## src/rtl/rank_pipe_drain.sv

```systemverilog
// Drains (rank, meta) entries from a first-word-fall-through rank block into a PIFO
// insert port through a 2-entry elastic buffer, with flush discard and saturating stats.
module rank_pipe_drain #(
    parameter int RANK_WIDTH = 16,
    parameter int META_WIDTH = 16,
    parameter int CNT_WIDTH  = 32
) (
    input  logic                  clk,
    input  logic                  rst,
    input  logic                  rank_valid,
    input  logic [RANK_WIDTH-1:0] rank_in,
    input  logic [META_WIDTH-1:0] meta_in,
    output logic                  rank_remove,
    input  logic                  pifo_busy,
    output logic                  pifo_insert,
    output logic [RANK_WIDTH-1:0] pifo_rank,
    output logic [META_WIDTH-1:0] pifo_meta,
    input  logic                  flush,
    output logic [CNT_WIDTH-1:0]  fwd_count,
    output logic [CNT_WIDTH-1:0]  drop_count,
    output logic                  idle
);

    typedef enum logic [1:0] {
        EMPTY = 2'd0,
        ONE   = 2'd1,
        TWO   = 2'd2
    } occ_t;

    occ_t                  occ_reg, occ_next;
    logic [RANK_WIDTH-1:0] head_rank_reg, head_rank_next;
    logic [META_WIDTH-1:0] head_meta_reg, head_meta_next;
    logic [RANK_WIDTH-1:0] skid_rank_reg, skid_rank_next;
    logic [META_WIDTH-1:0] skid_meta_reg, skid_meta_next;
    logic                  push, pop;
    logic [1:0]            occ_bits;
    logic [1:0]            cnt_inc [2];

    // Upstream pop never looks at pifo_busy; the skid slot absorbs the one-cycle lag.
    assign rank_remove = !rst && rank_valid && (flush || occ_reg != TWO);
    assign pifo_insert = !rst && !flush && occ_reg != EMPTY && !pifo_busy;
    assign push        = rank_remove && !flush;
    assign pop         = pifo_insert;

    assign pifo_rank = head_rank_reg;
    assign pifo_meta = head_meta_reg;
    assign idle      = (occ_reg == EMPTY) && !rank_valid;

    always_ff @(posedge clk) begin
        if (rst) begin
            occ_reg       <= EMPTY;
            head_rank_reg <= '0;
            head_meta_reg <= '0;
            skid_rank_reg <= '0;
            skid_meta_reg <= '0;
        end else begin
            occ_reg       <= occ_next;
            head_rank_reg <= head_rank_next;
            head_meta_reg <= head_meta_next;
            skid_rank_reg <= skid_rank_next;
            skid_meta_reg <= skid_meta_next;
        end
    end

    always_comb begin
        occ_next       = occ_reg;
        head_rank_next = head_rank_reg;
        head_meta_next = head_meta_reg;
        skid_rank_next = skid_rank_reg;
        skid_meta_next = skid_meta_reg;
        if (flush) begin
            occ_next = EMPTY;
        end else begin
            case (occ_reg)
                EMPTY: begin
                    if (push) begin
                        head_rank_next = rank_in;
                        head_meta_next = meta_in;
                        occ_next       = ONE;
                    end
                end
                ONE: begin
                    case ({push, pop})
                        2'b11: begin
                            head_rank_next = rank_in;
                            head_meta_next = meta_in;
                        end
                        2'b10: begin
                            skid_rank_next = rank_in;
                            skid_meta_next = meta_in;
                            occ_next       = TWO;
                        end
                        2'b01: occ_next = EMPTY;
                        default: occ_next = ONE;
                    endcase
                end
                TWO: begin
                    // push is impossible here, so only the skid-to-head move remains
                    if (pop) begin
                        head_rank_next = skid_rank_reg;
                        head_meta_next = skid_meta_reg;
                        occ_next       = ONE;
                    end
                end
                default: occ_next = EMPTY;
            endcase
        end
    end

    // Statistics: index 0 counts inserts, index 1 counts flushed entries (0..3 per cycle).
    assign occ_bits   = occ_reg;
    assign cnt_inc[0] = {1'b0, pifo_insert};
    assign cnt_inc[1] = flush ? (occ_bits + {1'b0, rank_remove}) : 2'd0;

    genvar gi;
    generate
        for (gi = 0; gi < 2; gi++) begin : g_cnt
            logic [CNT_WIDTH-1:0] cnt_reg;
            logic [CNT_WIDTH:0]   sum;

            assign sum = {1'b0, cnt_reg} + (CNT_WIDTH + 1)'(cnt_inc[gi]);

            always_ff @(posedge clk) begin
                if (rst) begin
                    cnt_reg <= '0;
                end else if (sum[CNT_WIDTH]) begin
                    cnt_reg <= '1;
                end else begin
                    cnt_reg <= sum[CNT_WIDTH-1:0];
                end
            end
        end
    endgenerate

    assign fwd_count  = g_cnt[0].cnt_reg;
    assign drop_count = g_cnt[1].cnt_reg;

endmodule

```

## config.mk

```make
export PLATFORM = sky130hd
export DESIGN_NAME = rank_pipe_drain
export DESIGN_NICKNAME = d
export VERILOG_FILES = /design/src/rtl/rank_pipe_drain.sv
export SDC_FILE = /design/constraint.sdc
export NUM_CORES = 1
export LEC_CHECK = 0
export ABC_CLOCK_PERIOD_IN_PS = 3700
export CAP_MARGIN = 20
export CORE_AREA = 2 2 159 99
export CTS_BUF_LIST = sky130_fd_sc_hd__clkbuf_8
export DETAILED_ROUTE_END_ITERATION = 8
export DIE_AREA = 0 0 161 101
export GPL_TIMING_DRIVEN = 0
export MAX_ROUTING_LAYER = met4
export PLACE_DENSITY_LB_ADDON = 0.2
export SYNTH_ARGS = -nofsm -noshare
export SYNTH_HDL_FRONTEND = slang
export SYNTH_SLANG_ARGS = --single-unit
```

## constraint.sdc

```tcl
create_clock -name clk -period 3.7 [get_ports clk]
set_input_delay 0.925 -clock clk [delete_from_list [all_inputs] [get_ports clk]]
set_output_delay 0.925 -clock clk [all_outputs]
set_load 0.005 [all_outputs]
```

==> results of run 1 <==
==> worst max-delay path, delay by kind of cell <==
family,cells,cell delay (ns)
and+or+nand+nor,6,1.24
buffers and inverters,3,0.71
AOI/OAI and AO/OA,1,0.14
adders and majority gates,3,0.89
==> power by group through the flow <==
stage | clock, uW | combinational, uW | sequential [uW]
after floorplan | 0 | 76.2 | 1460
final | 1180 | 191 | 1430
after detailed placement | 0 | 190 | 1470
after CTS | 1220 | 191 | 1430
after global placement | 0 | 187 | 1460
after global routing | 1280 | 209 | 1440
==> Yosys cell counts (8+ instances only) <==
cell	instances
nand3_1	17
and3_1	11
inv_1	9
a211oi_1	38
nand2_1	85
mux2i_1	32
nor3_1	8
dfxtp_1	130
a21oi_2	9
clkbuf_1	30
xor2_1	38
xnor2_1	11
nand4_1	18
a21oi_1	79
and4_1	8
nor2_1	41
==> what timing repair did <==
action	4_1_cts	5_1_grt
endpoints found under the setup margin	65	52
gates resized for setup	8	6
pin swaps	0	3
setup buffers	0	4
==> final cells by class <==
type | instances | area, sq um | share of cell area
multi-input combinational | 457 | 2970 | 0.381
sequential | 130 | 2600 | 0.333
timing repair buffer | 138 | 1370 | 0.176
tap | 203 | 254 | 0.0325
clock buffer | 18 | 248 | 0.0317
buffer | 41 | 190 | 0.0243
clock inverter | 13 | 138 | 0.0176
inverter | 9 | 33.8 | 0.00432
==> cell usage in the layout, fill, tap and decap left out, types with 3 or more instances in the layout <==
master	synthesis	final
and3_2	3	3
buf_1	4	4
mux2i_1	32	32
clkinv_2	0	3
nand3_1	17	17
a21oi_1	79	79
nand2b_1	5	5
buf_6	3	3
nor3_1	8	8
and4_1	8	8
clkinv_4	0	3
nand2_1	85	84
nor4_4	2	3
clkdlybuf4s50_1	0	133
and2_1	5	5
buf_2	7	8
buf_4	0	4
clkbuf_1	30	25
nor2_1	41	40
dfxtp_1	130	130
a21oi_2	9	9
a31oi_1	7	7
xnor2_1	11	11
and3_1	11	11
clkbuf_8	0	18
xor2_1	38	38
inv_1	9	10
a211oi_1	38	38
and4b_1	4	3
nand4_1	18	18
ha_1	7	7
==> path summary, 6_finish.rpt <==
path | end | slack [ns] | depth (start not counted)
worst max-delay path | drop_count[27]$_SDFF_PP0_ | 0.14 | 13
worst min-delay path | skid_rank_reg[5]$_SDFFE_PP0P_ | 0.46 | 2
worst max register to register | drop_count[27]$_SDFF_PP0_ | 0.25 | 16
worst min register to register | skid_rank_reg[5]$_SDFFE_PP0P_ | 0.46 | 2
==> kinds of logic (layout without fill, tap and decap cells) <==
group	Yosys count	in the layout	synth area share
flip-flops	130	130	0.451
adder cells (fa/ha/maj)	8	8	0.0187
AND/OR/NAND/NOR	226	226	0.208
AO/OA/AOI/OAI	142	142	0.152
multiplexers	32	32	0.0555
buffers and inverters	53	219	0.0399
XOR/XNOR	49	49	0.0744
==> per-layer routing <==
layer / up-vias / global-route usage
met4: 0 / 0.0604
met3: 12 / 0.0494
met2: 126 / 0.298
li1: 2575 / -
met5: - / -
met1: 2428 / 0.275
==> per-stage QoR <==
stage,cells,worst slack (ns),util
detailed placement,977,-1.08,0.495
finish,1009,0.143,0.525
global placement,977,-1.10,0.495
CTS,1006,0.0146,0.522
floorplan,640,0.0931,-
global route,1009,-0.0164,0.525
==> reports/results.ini, run 1 <==
[status]
status=finished, final reports clean

[clock_tree]
postCtsHoldBufs=0
cts_tree=yes
clk_path_buf_depth=2
path_clk_slew_ns=0.08
clk_latency_ns=0.43
clock-sinks=130
root_buffer=clkbuf_8
htreeDepth=4
numCtsBuffers=17

[critical_path]
critPathCaptureType=flop
critPathMaxFanout=10
crit_top_cell=ha_1
critPathSlowestCell=clkdlybuf4s50_1
r2r-start=occ_bits[0]$_SDFFE_PP0P_
crit_chain=clkdlybuf4s50_1, nor3b_2, ha_1, and2_1, ha_1, inv_1, fa_1, and4b_2, nand4_1, nor2_4, nand2_2, buf_2, a21oi_1
required_ns=4.05
critPathLaunch=rank_valid
cpPeakStageDelay_ns=0.44
startpoint_type=input pin
critPathKind=input pin to flop
crit_arrival_ns=3.91

[yosys]
ys_top_cells_by_area=dfxtp_1 45%, a21oi_1 6.9%, xor2_1 5.8%
synth-edff-count=0
synth_cell_types=46
synthArstFlopShare=0
synthFlopType=dfxtp_1
syn_nets=685
synth_top_area_cell=dfxtp_1
yosys_register_bits=130
synth_area_sq_mm=0.00577
ys.warnings.count=0
synth_top_area_frac=0.451
seq_area_frac_synth=0.451
synth_area_per_cell_sq_um=9.01
syn_inst=640

[power_and_ir_drop]
p_leak_uw=0.00290
p_sw_frac=0.240
ir_worst_vdd_mv=0.214
p_clk_frac=0.421
power_density_mw_per_mm2=359
pwr-share-comb=0.068
seq_power_share=0.511
p_int_uw=2130
power.net_switching_uw=672
power_uw=2800

[sta]
finClkSkew_ns=0.0140
finalSetupTns_ns=0
maxSlewHeadroom=0.436
fin_crit_sh=0.961
hold_viol_final=0
setup_viol_count_final=0
worst_pin_slew_ns=0.840
hold-worst-slack_ns=0.457
finalMaxSlewViolations=0
period_minus_slack_ns=3.56
clock.fmax_ghz=0.281

[detailed_routing]
drtIter0Drc=201
routedWlPerCell_um=15.6
drc_errors=0
vias=5141
routed-wl-met2_mm=6.76
highest_layer=met4
ant_nets=0
wl_met3_um=747
drt-vias-per-instance=5.10
drt_wl_total_mm=15.8
wirelength_met1_mm=8.16
drt-pass1-iter-count=5

[hold_path]
min-delay-start=skid_rank_reg[5]$_SDFFE_PP0P_
hold_path_class=flop to flop

[finish]
final_area_sq_mm=0.00781
syn2layout_area_growth_pct=35.4
insertedDiodeCount=0
fin_nets=839
drive_gt1_frac=0.0968
fill_cells=1353

[grt]
antenna_found_initial=0
grt_max_degree=17
grt_pass1_vias=4980
grt_first_pass_wirelength_mm=25.2
grt_use_total=0.202
overflow=0

[die]
die_h_um=101
design.die.area_sq_mm=0.0163
boundaryPins=136
core_sq_mm=0.0149
row_count=35
start_util=0.387
die_w_um=161

[placed_design]
dpl_cell_area_sq_mm=0.00737
dp.final_hpwl_mm=11.7
numPortBuffers=134
gp_congestion=0.851

[run]
drv_cap=0

Power figures use the tool's default switching activity.
==> run 2: changes to the inputs <==
Settings changed: CTS_BUF_LIST sky130_fd_sc_hd__clkbuf_8 to sky130_fd_sc_hd__clkbuf_4, PLACE_DENSITY set to 0.73, PLACE_DENSITY_LB_ADDON 0.2 to unset.
==> run 2 against run 1 <==
  * Cell area down 1.6%
  * Critical endpoint is now fwd_count[8]$_SDFF_PP0_
  * Core utilization down 0.82 points
  * Global-route usage down 0.85 points
  * First-iteration DRC count up 27%
  * Register-to-register slack better by 0.06 ns
==> reports/results.ini, run 2 (synthesis results as in run 1) <==
[clock_tree]
clk_latency_ns=0.52  ; was 0.43 ns
clock-sinks=130  ; unchanged
root_buffer=clkbuf_4  ; was clkbuf_8
htreeDepth=4  ; unchanged
numCtsBuffers=17  ; unchanged
cts_tree=yes  ; unchanged
clk_path_buf_depth=2  ; unchanged
path_clk_slew_ns=0.10  ; was 0.08 ns

[finish]
final_cell_mix=133 x clkdlybuf4s50_1, 130 x dfxtp_1, 84 x nand2_1, 79 x a21oi_1, 40 x nor2_1  ; unchanged
fill_cells=1416  ; was 1,353
fin_nets=838  ; was 839
syn2layout_area_growth_pct=33.3  ; was 35.4%
final_area_sq_mm=0.00769  ; was 0.00781 sq mm
insertedDiodeCount=0  ; unchanged
drive_gt1_frac=0.0906  ; was 0.0968
utilization=0.516  ; was 0.525
fin_cells=1009  ; unchanged
layout_commonest_cell=clkdlybuf4s50_1  ; unchanged

[grt]
grt_use_total=0.194  ; was 0.202
grt_max_degree=17  ; unchanged
grt_pass1_vias=4690  ; was 4,980
grt_first_pass_wirelength_mm=24.2  ; was 25.2 mm
antenna_found_initial=0  ; unchanged
overflow=0  ; unchanged

[critical_path]
critPathKind=input pin to flop  ; unchanged
critPathMaxFanout=10  ; unchanged
critPathSlowestCell=nor4_4  ; was clkdlybuf4s50_1
cpPeakStageDelay_ns=0.48  ; was 0.44 ns
startpoint_type=input pin  ; unchanged
critPathCaptureType=flop  ; unchanged
crit_chain=clkdlybuf4s50_1, nor4_4, ha_1, ha_1, nand2_1, nor4_4, and3_1, buf_6, nand4_4, buf_6, a21oi_2  ; was clkdlybuf4s50_1, nor3b_2, ha_1, and2_1, ha_1, inv_1, fa_1, and4b_2, nand4_1, nor2_4, nand2_2, buf_2, a21oi_1
crit_arrival_ns=3.91  ; about the same
required_ns=4.14  ; was 4.05 ns

[detailed_routing]
drt-pass1-iter-count=5  ; unchanged
vias=5078  ; was 5,141
ant_nets=0  ; unchanged
drt-vias-per-instance=5.03  ; was 5.10
drtIter0Drc=256  ; was 201
routedWlPerCell_um=15.0  ; was 15.6 um
drc_errors=0  ; unchanged
drt_wl_total_mm=15.2  ; was 15.8 mm

[placed_design]
dpl_cell_area_sq_mm=0.00737  ; unchanged
dp.final_hpwl_mm=10.8  ; was 11.7 mm
dp.cells=977  ; unchanged
gp_congestion=0.807  ; was 0.851
numPortBuffers=134  ; unchanged

[status]
status=finished, final reports clean  ; unchanged

[hold_path]
hold_path_class=flop to flop  ; unchanged

[die]
core_sq_mm=0.0149  ; unchanged
die_w_um=161  ; unchanged
start_util=0.387  ; unchanged
boundaryPins=136  ; unchanged
row_count=35  ; unchanged
design.die.area_sq_mm=0.0163  ; unchanged
die_h_um=101  ; unchanged

[power_and_ir_drop]
power_uw=2620  ; was 2800 uW
ir_worst_vdd_mv=0.208  ; was 0.214 mV
p_leak_uw=0.00285  ; was 0.00290 uW
power_density_mw_per_mm2=341  ; was 359 mW/mm^2

[sta]
period_minus_slack_ns=3.47  ; was 3.56 ns
clock.fmax_ghz=0.288  ; was 0.281 GHz
maxSlewHeadroom=0.483  ; was 0.436
worst_pin_slew_ns=0.775  ; was 0.840 ns
rsz0062_at_grt=no
finClkSkew_ns=0.0224  ; was 0.0140 ns
hold_viol_final=0  ; unchanged
fin_crit_sh=0.937  ; was 0.961
setup_viol_count_final=0  ; unchanged
finalMaxSlewViolations=0  ; unchanged

[run]
drv_cap=0  ; unchanged

-- run 2: layer usage --
layer | global-route usage | part of all wire | vias up
met5 | - | 0 | -
li1 | - | - | 2574
met4 | 0.0453 | 0.0057 | 0
met2 | 0.264 | 0.40 | 154
met3 | 0.0494 | 0.065 | 10
met1 | 0.283 | 0.53 | 2340
-- run 2: worst paths after layout --
check	from	to	slack (ns)	depth (start not counted)
max	pifo_busy	fwd_count[8]$_SDFF_PP0_	0.23	11
min	skid_rank_reg[9]$_SDFFE_PP0P_	skid_rank_reg[9]$_SDFFE_PP0P_	0.46	2
max reg2reg	occ_bits[0]$_SDFFE_PP0P_	drop_count[31]$_SDFF_PP0_	0.31	16
min reg2reg	skid_rank_reg[9]$_SDFFE_PP0P_	skid_rank_reg[9]$_SDFFE_PP0P_	0.46	2
-- run 2: final cells by class --
| class | instances | area (sq um) | share of cell area |
|---|---|---|---|
| multi-input cells | 457 | 2970 | 0.386 |
| inverters | 9 | 33.8 | 0.00439 |
| well taps | 203 | 254 | 0.0330 |
| plain buffers | 42 | 194 | 0.0252 |
| clock inverters | 13 | 143 | 0.0185 |
| repair buffers | 136 | 1350 | 0.176 |
| flip-flops and latches | 130 | 2600 | 0.338 |
| clock buffers | 19 | 143 | 0.0185 |
-- run 2: what timing repair did --
| item | CTS | global route |
|---|---|---|
| pin swaps | 0 | 5 |
| resized for setup | 6 | 9 |
| setup endpoints to repair | 66 | 60 |
| hold buffers | 0 | 0 |
| setup buffers | 0 | 2 |
-- run 2: report_power, final --
part	total, uW	switching [uW]	internal [uW]
clock network	998	527	471
registers	1430	11.9	1420
logic	192	92.3	99.5
-- run 2: through the flow --
| step | setup TNS [ns] | worst slack [ns] | hold WS (ns) |
|---|---|---|---|
| after CTS | 0 | 0.00920 | 0.461 |
| after detailed placement | -94.82 | -1.17 | 0.446 |
| after global routing | 0 | 0.00268 | 0.476 |
| after global placement | -89.93 | -1.12 | 0.441 |
| after floorplan | 0 | 0.0931 | 0.436 |
| final | 0 | 0.231 | 0.460 |
-- run 2: critical path, delay by kind of cell --
| family | cells | cell delay (ns) |
|---|---|---|
| compound gates | 1 | 0.12 |
| fa+ha+maj | 2 | 0.59 |
| buf+inv | 3 | 0.84 |
| simple gates | 5 | 1.44 |
